## config.mk

```make
export PLATFORM = sky130hd
export DESIGN_NAME = bin2bcd_seq
export DESIGN_NICKNAME = d
export VERILOG_FILES = /design/src/rtl/bin2bcd_seq.sv
export SDC_FILE = /design/constraint.sdc
export NUM_CORES = 1
export LEC_CHECK = 0
export CAP_MARGIN = 40
export CORE_MARGIN = 2
export CORE_UTILIZATION = 35
export CTS_BUF_LIST = sky130_fd_sc_hd__clkbuf_4
export DETAILED_ROUTE_END_ITERATION = 10
export PLACE_DENSITY_LB_ADDON = 0.3
export SLEW_MARGIN = 15
export SYNTH_ARGS = -nofsm -noshare
export SYNTH_HDL_FRONTEND = slang
export SYNTH_SLANG_ARGS = --single-unit
```

## constraint.sdc

```tcl
create_clock -name clock100Mhz -period 1.8 [get_ports clock100Mhz]
set_input_delay 0.36 -clock clock100Mhz [delete_from_list [all_inputs] [get_ports clock100Mhz]]
set_output_delay 0.36 -clock clock100Mhz [all_outputs]
set_load 0.03 [all_outputs]
```

## src/rtl/bin2bcd_seq.sv

```systemverilog
// rtl/bin2bcd_seq.sv - sequential double-dabble binary to packed BCD converter
module bin2bcd_seq #(
  parameter int WIDTH  = 16,
  parameter int DIGITS = 5
) (
  input  logic                  clock100Mhz,
  input  logic                  reset,
  input  logic                  start,
  input  logic [WIDTH-1:0]      binIn,
  output logic                  busy,
  output logic                  done,
  output logic [4*DIGITS-1:0]   bcdOut
);

  localparam int BW = 4 * DIGITS;
  localparam int CW = $clog2(WIDTH + 1);

  typedef enum logic {
    IDLE  = 1'b0,
    SHIFT = 1'b1
  } state_t;

  state_t          state, state_nxt;
  logic [WIDTH-1:0] bin_q, bin_nxt;
  logic [BW-1:0]    bcd_q, bcd_nxt;
  logic [CW-1:0]    cnt_q, cnt_nxt;
  logic             busy_q, busy_nxt;
  logic             done_q, done_nxt;
  logic [BW-1:0]    out_q, out_nxt;

  logic [BW-1:0]    bcd_adj;
  logic [BW-1:0]    bcd_shift;
  logic [WIDTH-1:0] bin_shift;
  logic             last_iter;

  // Add-3 adjust on every digit of 5 or more, all digits in parallel, ahead of the shift
  always_comb begin
    bcd_adj = '0;
    for (int i = 0; i < DIGITS; i++) begin
      if (bcd_q[4*i +: 4] >= 4'd5) begin
        bcd_adj[4*i +: 4] = bcd_q[4*i +: 4] + 4'd3;
      end else begin
        bcd_adj[4*i +: 4] = bcd_q[4*i +: 4];
      end
    end
  end

  // One iteration of the {bcd, bin} left shift; the binary MSB feeds the units digit
  assign bcd_shift = {bcd_adj[BW-2:0], bin_q[WIDTH-1]};
  assign bin_shift = {bin_q[WIDTH-2:0], 1'b0};
  assign last_iter = (cnt_q == CW'(WIDTH - 1));

  // Next-state and datapath updates; done is a single-cycle pulse so it defaults low
  always_comb begin
    state_nxt = state;
    bin_nxt   = bin_q;
    bcd_nxt   = bcd_q;
    cnt_nxt   = cnt_q;
    busy_nxt  = busy_q;
    done_nxt  = 1'b0;
    out_nxt   = out_q;
    case (state)
      IDLE: begin
        if (start) begin
          bin_nxt   = binIn;
          bcd_nxt   = '0;
          cnt_nxt   = '0;
          busy_nxt  = 1'b1;
          state_nxt = SHIFT;
        end
      end
      SHIFT: begin
        bin_nxt = bin_shift;
        bcd_nxt = bcd_shift;
        cnt_nxt = cnt_q + CW'(1);
        if (last_iter) begin
          out_nxt   = bcd_shift;
          done_nxt  = 1'b1;
          busy_nxt  = 1'b0;
          state_nxt = IDLE;
        end
      end
      default: begin
        state_nxt = IDLE;
        busy_nxt  = 1'b0;
      end
    endcase
  end

  // State and register bank; reset abandons any in-flight conversion and clears the result
  always_ff @(posedge clock100Mhz or negedge reset) begin
    if (!reset) begin
      state  <= IDLE;
      bin_q  <= '0;
      bcd_q  <= '0;
      cnt_q  <= '0;
      busy_q <= 1'b0;
      done_q <= 1'b0;
      out_q  <= '0;
    end else begin
      state  <= state_nxt;
      bin_q  <= bin_nxt;
      bcd_q  <= bcd_nxt;
      cnt_q  <= cnt_nxt;
      busy_q <= busy_nxt;
      done_q <= done_nxt;
      out_q  <= out_nxt;
    end
  end

  assign busy   = busy_q;
  assign done   = done_q;
  assign bcdOut = out_q;

endmodule

```

-- After elaboration in Yosys (flattened, before gate mapping)
Cells that the tools add are included.
- register bits: 64
- input bits: 19
- output and inout bits: 22
- word-level logic and storage cells: 43
- add/subtract/negate cells: 6
- magnitude comparators: 5
- equal/unequal tests: 3
- mux-type cells: 19
- bitwise operators: 1
- reduce and logical (&&, ||, !) cells: 2
- operators with widths (kind ; count):
    case mux 20 bit (2 select lines) ; 1
    case mux 16 bit (2 select lines) ; 1
    >= comparator 4 x 3 -> 1 bit (second input constant) ; 5
    two-way mux 20 bit ; 1
    adder 4 x 2 -> 4 bit (second input constant) ; 4
    two-way mux 16 bit ; 1
    two-way mux 4 bit ; 4
    case mux 5 bit (2 select lines) ; 1
    two-way mux 1 bit ; 6
    adder 5 x 1 -> 5 bit (second input constant) ; 1
    equality test 5 x 4 -> 1 bit (second input constant) ; 1
    two-way mux 5 bit ; 1
    case mux 1 bit (2 select lines) ; 2
    AND reduction 2 bit ; 2
    adder 3 x 2 -> 3 bit (second input constant) ; 1
    two-way mux 3 bit ; 1
    != test 2 x 1 -> 1 bit (second input constant) ; 1
    != test 2 bit (second input constant) ; 1
    NOT 1 bit ; 1

-- Logic depth before layout (Yosys ltp)
Gate-level depths: netlist of the first run.
- depth in word-level cells: 3
- mapped depth: 8
- gate-level depth less buffers: 7

-- Worst setup path after synthesis of the first run
Ideal clock, no wire load.
- kind: register -> register
- start: register cnt_q[0]
- end: register out_q[16] (netlist: bcdOut[16])
- data arrival time: 1.668 ns
- required time: 1.676 ns
- path slack: 0.007 ns
- stages on the path, launching flop included: 9
- buffers on the path: 1
- cell sequence: dfrtp_1 > ha_1 > and3_1 > ha_1 > nand2_2 > clkinv_1 > buf_2 > nand3_1 > nand3_1
- word-level cells in the longest chain between the ends: 2
- RTL lines (element ; line ; text):
    start, declared ; 26 ; logic [CW-1:0] cnt_q, cnt_nxt;
    start signal, assigned ; 104 ; cnt_q <= cnt_nxt;
    equality test 5 x 4 -> 1 bit ; 51 ; assign last_iter = (cnt_q == CW'(WIDTH - 1));
    AND reduction 2 bit (no line) ; n/a ;
    end signal, assigned ; 107 ; out_q <= out_nxt;
    end, declared ; 29 ; logic [BW-1:0] out_q, out_nxt;
Every way passes these cells.
A chain may end at the register's enable or synchronous reset.

-- Worst setup path in the final report of the first run
- start: register cnt_q[0]
- end: register out_q[12] (netlist: bcdOut[12])
Same word-level chain as after synthesis.

==> results of run 1 <==
==> cells by family (layout without fill, tap and decap cells) <==
family                     Yosys count  count (layout)  share of synthesized area, %
xor gates and xnor gates             2               2                         0.517
muxes                               16              16                          4.73
buffers and inverters               45              99                          5.99
and+or+nand+nor                    119             119                          17.0
adders and majority gates           12              12                          4.43
AOI/OAI and AO/OA                   97              97                          20.1
DFF                                 64              64                          47.3
==> power groups by stage <==
stage                     Clock, W  Combinational (W)  Sequential (W)
after global routing       0.00116            0.00384         0.00270
after detailed placement         0            0.00349         0.00265
after CTS                  0.00109            0.00339         0.00262
after global placement           0            0.00342         0.00263
after floorplan                  0            0.00221         0.00277
final                      0.00106            0.00340         0.00262
==> layout by cell type (no fill, tap or decap), types with 2 or more instances in the layout <==
cell and count:
dfrtp_1 64, nand2_1 51, o21ai_0 26, nand3_1 23, dlygate4sd2_1 22, buf_4 21, clkdlybuf4s50_1 17, inv_1 16
mux2i_1 16, ha_1 11, nor2b_1 10, clkbuf_4 9, nor2_1 8, o22ai_1 8, o31ai_1 7, a31oi_1 7
clkinv_1 6, o2111ai_1 6, a21oi_1 6, nand2b_1 5, nor3_1 5, nor3b_1 5, a2111o_1 5, a21boi_0 5
o211ai_1 4, a32oi_1 4, a311o_1 4, or4_1 4, o311ai_1 4, nor4_1 3, a211oi_1 3, buf_12 3
a2bb2oi_1 2, o21ai_1 2, nand4_1 2, bufinv_16 2
==> registers in the layout, summed over array words and instances, names as in the netlist <==
register,cells
bcdOut,20
cnt_q,5
bcd_q,20
done,1
state,1
bin_q,16
busy,1
==> how the worst max path moves through the flow <==
stage               slack [ns]            startpoint                endpoint
floorplan                0.007  cnt_q[0]$_DFFE_PN0P_  bcdOut[16]$_DFFE_PN0P_
global placement         0.006  cnt_q[0]$_DFFE_PN0P_   bcdOut[9]$_DFFE_PN0P_
detailed placement       -0.06  cnt_q[0]$_DFFE_PN0P_  bcdOut[13]$_DFFE_PN0P_
CTS                     0.0006  cnt_q[1]$_DFFE_PN0P_  bcdOut[12]$_DFFE_PN0P_
global route             0.008  cnt_q[0]$_DFFE_PN0P_  bcdOut[16]$_DFFE_PN0P_
finish                    0.07  cnt_q[0]$_DFFE_PN0P_  bcdOut[12]$_DFFE_PN0P_
==> repair_timing <==
item                                    CTS  global route
gates resized for setup                  24             6
pin swaps                                 0             1
hold buffers                              1             0
setup buffers                             2             0
endpoints found under the setup margin   27             8
hold endpoints to repair                 64             0
==> metrics by stage <==
step / instance area, µm² / worst slack [ns]
after floorplan: 3390 / 0.00733
after global placement: 4010 / 0.00640
after detailed placement: 4010 / -0.0588
after CTS: 4160 / 0.000620
after global routing: 4180 / 0.00752
final: 4180 / 0.0700
==> critical path, stage by stage, from the launching register on <==
cell and delay [ns]:
dfrtp_1 0.36, ha_1 0.17, and3_4 0.20, ha_4 0.14, nand2_4 0.08, buf_4 0.15
or4_1 0.49, nand3_1 0.09
==> cell type report <==
class	instances	area [µm²]	share of cell area, %
clock buffer	9	67.6	1.62
clock inverter	6	75.1	1.80
tap	129	161	3.86
timing repair buffer	65	596	14.3
sequential	64	1600	38.3
inverter	19	72.6	1.74
multi-input combinational	246	1600	38.4
==> synth_stat cells (2+ instances only) <==
cell / instances
o2111ai_1: 6
nor2_1: 8
a31oi_1: 7
or4_1: 4
o21ai_0: 26
a21boi_0: 5
nor4_1: 3
nand2_1: 51
o31ai_1: 7
o21ai_1: 2
nor2b_1: 10
nand4_1: 2
inv_1: 16
nor3b_1: 5
a211oi_1: 3
a2bb2oi_1: 2
buf_2: 12
a2111o_1: 5
o22ai_1: 8
a21oi_1: 6
nor3_1: 5
clkinv_1: 3
buf_4: 3
nand3_1: 23
clkbuf_1: 8
nand2b_1: 5
dfrtp_1: 64
o311ai_0: 3
a32oi_1: 4
mux2i_1: 16
o211ai_1: 4
buf_1: 2
ha_1: 12
a311o_1: 4
==> metal layers <==
metal / vias up / track usage, % / share of wire (%)
met3: 9 / 6.22 / 5.5
li1: 1391 / - / -
met2: 65 / 25.6 / 46
met4: 0 / 3.49 / 0.92
met1: 1317 / 20.4 / 47
met5: - / 0 / 0
==> metrics, run 1 <==
f_max=0.578 GHz; FF+latch count, synth=64; Clock Tree Buf Depth=2; GPL Wtd Cong=just over 0.8; clock-pin slew on the worst setup and hold paths=~0.11 ns; final critical-path required period=between 1.5 and 2 ns; area share of the largest cell type after synthesis=approximately 47%; Core Box Area=~9300 µm²; Mapped Cells=355; post-route ant nets=0; CP arrival=2.09 ns; Max-slew headroom=70.0%; Post-Syn Area=3390 µm²; antenna violations before repair=0; Final setup viols=0; post-synthesis sequential area ratio=47.3%; Slew @ Worst Pin=0.445 ns; sequential share of power=36.9%; setup TNS=0 ns; Setup crit start kind=flop; Final Slew Violations=0; fin nets=436; post-synth cell types=45; vias=approximately 2800; Filler cells=911; die height=between 100 and 150 µm; Post-Syn Nets=386; leading post-synthesis cells by cell area=dfrtp_1, nand2_1, mux2i_1, ha_1, o21ai_0; leading register cell type out of synthesis=dfrtp_1; worst reg2reg startpoint=cnt_q[0]$_DFFE_PN0P_; clock skew=around 0.015 ns; switching power share of the total=43.4%; die area=10500 µm²; Peak supply drop=between 0.0005 and 0.0006 V; Critical Path Sink Type=flop; IO Count=between 40 and 50; clock latency on the worst-skew pair=0.42 ns; Non-Filler Instances=538; number of global-route vias before repair=2616; largest net degree at the start of global routing=65; antenna cells=0; Final Core Density=44.8%; Post-synth ARST share=100%; flop-to-flop setup slack=0.07 ns; Synth area leader=dfrtp_1; Total GRT Usage=15.9%; die width=102 µm; RR Endpoint=bcdOut[12]$_DFFE_PN0P_; Initial Utilization=36.3%; final period utilization=96.1%; Req. time, crit path=approximately 2.2 ns; port bufs=40; total grt overflow=0; Power, Total=~0.0071 W; vias per cell=5.17; crit-path max FO=5; total CTS buffers=9; Fin. Hold Viols=0; Rows=35; DP HPWL=5.15 mm; Starting DRT DRC Count=108; number of synthesized flops with an enable pin=0; NetSw=just over 0.003 W; DR DRC count=0; share of cells above drive strength 1=between 10% and 20%; Avg Inst Size Synth=9.54 µm²; DRT Wirelength=7.72 mm; Synthesis Warnings=0; first-pass GRT wire length=approximately 13 mm; placed insts=520; combinational fraction of design power=48.0%; hold slack=0.476 ns; HP Class=in -> async; CP Class=reg -> reg; PwrDens=approximately 1700 nW/µm²; Max-Cap Viols=0; Sink Count=64; routed len/inst=14.3 µm; number of H-tree levels=3; worst r2r path cells=7; 1st-pass router iterations=6; Static Leak=roughly 1.9 nW; RSZ-0062 raised after global routing=false; Clock power frac=15.0%; CTS Root Cell=clkbuf_4; CTS tree=built; synthesis-to-layout area growth=23.4%; Internal Pwr Total=0.00401 W; status=completed
Power figures use the tool's default switching activity.
==> inputs of run 2 (changes only) <==
--- a/config.mk
+++ b/config.mk
@@ -6,6 +6,8 @@
 export NUM_CORES = 1
 export LEC_CHECK = 0
 export CAP_MARGIN = 40
+export CELL_PAD_IN_SITES_DETAIL_PLACEMENT = 0
+export CELL_PAD_IN_SITES_GLOBAL_PLACEMENT = 1
 export CORE_MARGIN = 2
 export CORE_UTILIZATION = 35
 export CTS_BUF_LIST = sky130_fd_sc_hd__clkbuf_4
==> run 2 against run 1 <==
Effect of this change:
- cell count up 0.37%
- worst hold slack gained 0.0061 ns
- global-route usage grew 0.79 points
- via count is 2.6% higher
- largest cell class unchanged
==> metrics, run 2 (synthesis results as in run 1) <==
Filler cells=929 (was 911); worst reg2reg startpoint=cnt_q[1]$_DFFE_PN0P_ (was cnt_q[0]$_DFFE_PN0P_); antenna cells=0 (unchanged); pre-CTS WS=-0.0249 ns (was -0.0588 ns); clock skew=0.0126 ns (was 0.0148 ns); hold depth=2; post-route ant nets=0 (unchanged); Final setup viols=0 (unchanged); vias per cell=5.29 (was 5.17); Static Leak=1.87 nW (was 1.86 nW); clock-pin slew on the worst setup and hold paths=0.11 ns (about the same); Peak supply drop=0.000523 V (was 0.000513 V); DR DRC count=0 (unchanged); CTS Root Cell=clkbuf_4 (unchanged); CTS tree=built (unchanged); Core Box Area=9330 µm² (unchanged); min-delay src=bcdOut[19]$_DFFE_PN0P_; crit path launch=cnt_q[1]$_DFFE_PN0P_ (was cnt_q[0]$_DFFE_PN0P_); DP HPWL=5.29 mm (was 5.15 mm); Top Family by Delay on Critical Path=simple AND/OR/NAND/NOR gates (unchanged); Setup WS post-layout=0.0552 ns (was 0.0700 ns); slowest CP cell=or4_1 (unchanged); PwrDens=1680 nW/µm² (was 1690 nW/µm²); hold slack=0.482 ns (was 0.476 ns); total grt overflow=0 (unchanged); Max-Cap Viols=0 (unchanged); HP Class=reg -> reg (was in -> async); Starting DRT DRC Count=119 (was 108); port bufs=40 (unchanged); share of cells above drive strength 1=11.9% (was 10.3%); Req. time, crit path=2.14 ns (was 2.16 ns); commonest non-fill, non-tap cell in the layout=dfrtp_1 (unchanged); CP Class=reg -> reg (unchanged); Final Slew Violations=0 (unchanged); crit-path max FO=6 (was 5); Initial Utilization=36.3% (unchanged); Final Core Density=45.2% (was 44.8%); CP bufs+invs=1 (unchanged); DRT Wirelength=8.15 mm (was 7.72 mm); die area=10500 µm² (unchanged); synthesis-to-layout area growth=24.6% (was 23.4%); met2 Resource Use GR=27.2% (was 25.6%); antenna violations before repair=0 (unchanged); Critical Path Sink Type=flop (unchanged); clock latency on the worst-skew pair=0.39 ns (was 0.42 ns); Setup crit start kind=flop (unchanged); GRT met1 Usage=22.3% (was 20.4%); Max-slew headroom=71.3% (was 70.0%); Worst path max stage delay=0.49 ns (about the same); worst r2r path cells=7 (unchanged); first-pass GRT wire length=13.7 mm (was 12.8 mm); vias=2854 (was 2782); CP arrival=2.08 ns (was 2.09 ns); routed len/inst=15.1 µm (was 14.3 µm); Power, Total=0.00709 W (was 0.00708 W); final critical-path required period=1.74 ns (was 1.73 ns); Total GRT Usage=16.7% (was 15.9%); largest net degree at the start of global routing=65 (unchanged); number of global-route vias before repair=2759 (was 2616); IO Count=41 (unchanged); peak-usage layer in the global routing report=met2 (unchanged); 1st-pass router iterations=4 (was 6); Slew @ Worst Pin=0.430 ns (was 0.445 ns); die width=102 µm (unchanged); M3 GR Usage=4.04% (was 6.22%); Crit path depth=7 (unchanged); number of H-tree levels=3 (unchanged); Rows=35 (unchanged); f_max=0.573 GHz (was 0.578 GHz); final period utilization=96.9% (was 96.1%); Clock Tree Buf Depth=2 (unchanged); RSZ-0062 raised after global routing=true (was false); cell-by-cell trace of the critical path=ha_2 -> and3_4 -> ha_4 -> nand2_4 -> buf_6 -> or4_1 -> nand3_1 (was ha_1 -> and3_4 -> ha_4 -> nand2_4 -> buf_4 -> or4_1 -> nand3_1); die height=102 µm (unchanged); fin nets=438 (was 436); total CTS buffers=9 (unchanged); leading cell types in the layout, fill and taps excluded=dfrtp_1, nand2_1, o21ai_0 (unchanged); status=completed (unchanged); GPL Wtd Cong=0.783 (was 0.820); Fin. Hold Viols=0 (unchanged); Sink Count=64 (unchanged)
==> run 2: routing by layer <==
metal  part of all wire [%]  wire length, µm
met1                     48             3930
met3                    4.5              365
met2                     47             3790
met4                   0.74               60
met5                      0                0
==> run 2: repair_timing <==
item,CTS,global route
endpoints found under the setup margin,25,11
hold endpoints to repair,64,0
setup buffers,0,1
pin swaps,0,3
cloned,0,0
resized for setup,25,9
hold buffers,1,0
==> run 2: final cells by class <==
type | instances | area, µm² | share of cell area [%]
Multi-Input combinational cell | 246 | 1620 | 38.5
Clock inverter | 4 | 46.3 | 1.10
Tap cell | 129 | 161 | 3.83
Timing Repair Buffer | 67 | 631 | 15.0
Sequential cell | 64 | 1600 | 38.0
Clock buffer | 11 | 82.6 | 1.96
Inverter | 19 | 71.3 | 1.69
==> run 2: path summary, 6_finish.rpt <==
path	end	slack, ns
worst min register to register	bcdOut[19]$_DFFE_PN0P_	0.48
worst max-delay path	bcdOut[4]$_DFFE_PN0P_	0.06
worst min-delay path	bcdOut[19]$_DFFE_PN0P_	0.48
max in group asynchronous	bcd_q[12]$_DFFE_PN0P_	0.99
min in group asynchronous	bcd_q[2]$_DFFE_PN0P_	0.52
worst max register to register	bcdOut[4]$_DFFE_PN0P_	0.06
==> run 2: stage by stage <==
stage | TNS, ns | cells | area [µm²]
after global routing | -0.0120 | 540 | 4220
after floorplan | 0 | 355 | 3390
final | 0 | 540 | 4220
after global placement | 0 | 523 | 4050
after CTS | 0 | 539 | 4170
after detailed placement | -0.0249 | 523 | 4050
==> run 2: where the power goes <==
group          internal, W  switching (W)  leakage (nW)
clock             0.000442       0.000517        0.0704
sequential         0.00204       0.000597         0.815
combinational      0.00149        0.00201         0.982
total              0.00397        0.00312          1.87
==> run 2: worst register-to-register path, cell delays in order (launching register included) <==
cell     delay, ns
dfrtp_1       0.37
ha_2          0.19
and3_4        0.20
ha_4          0.14
nand2_4       0.08
buf_6         0.14
or4_1         0.49
nand3_1       0.09
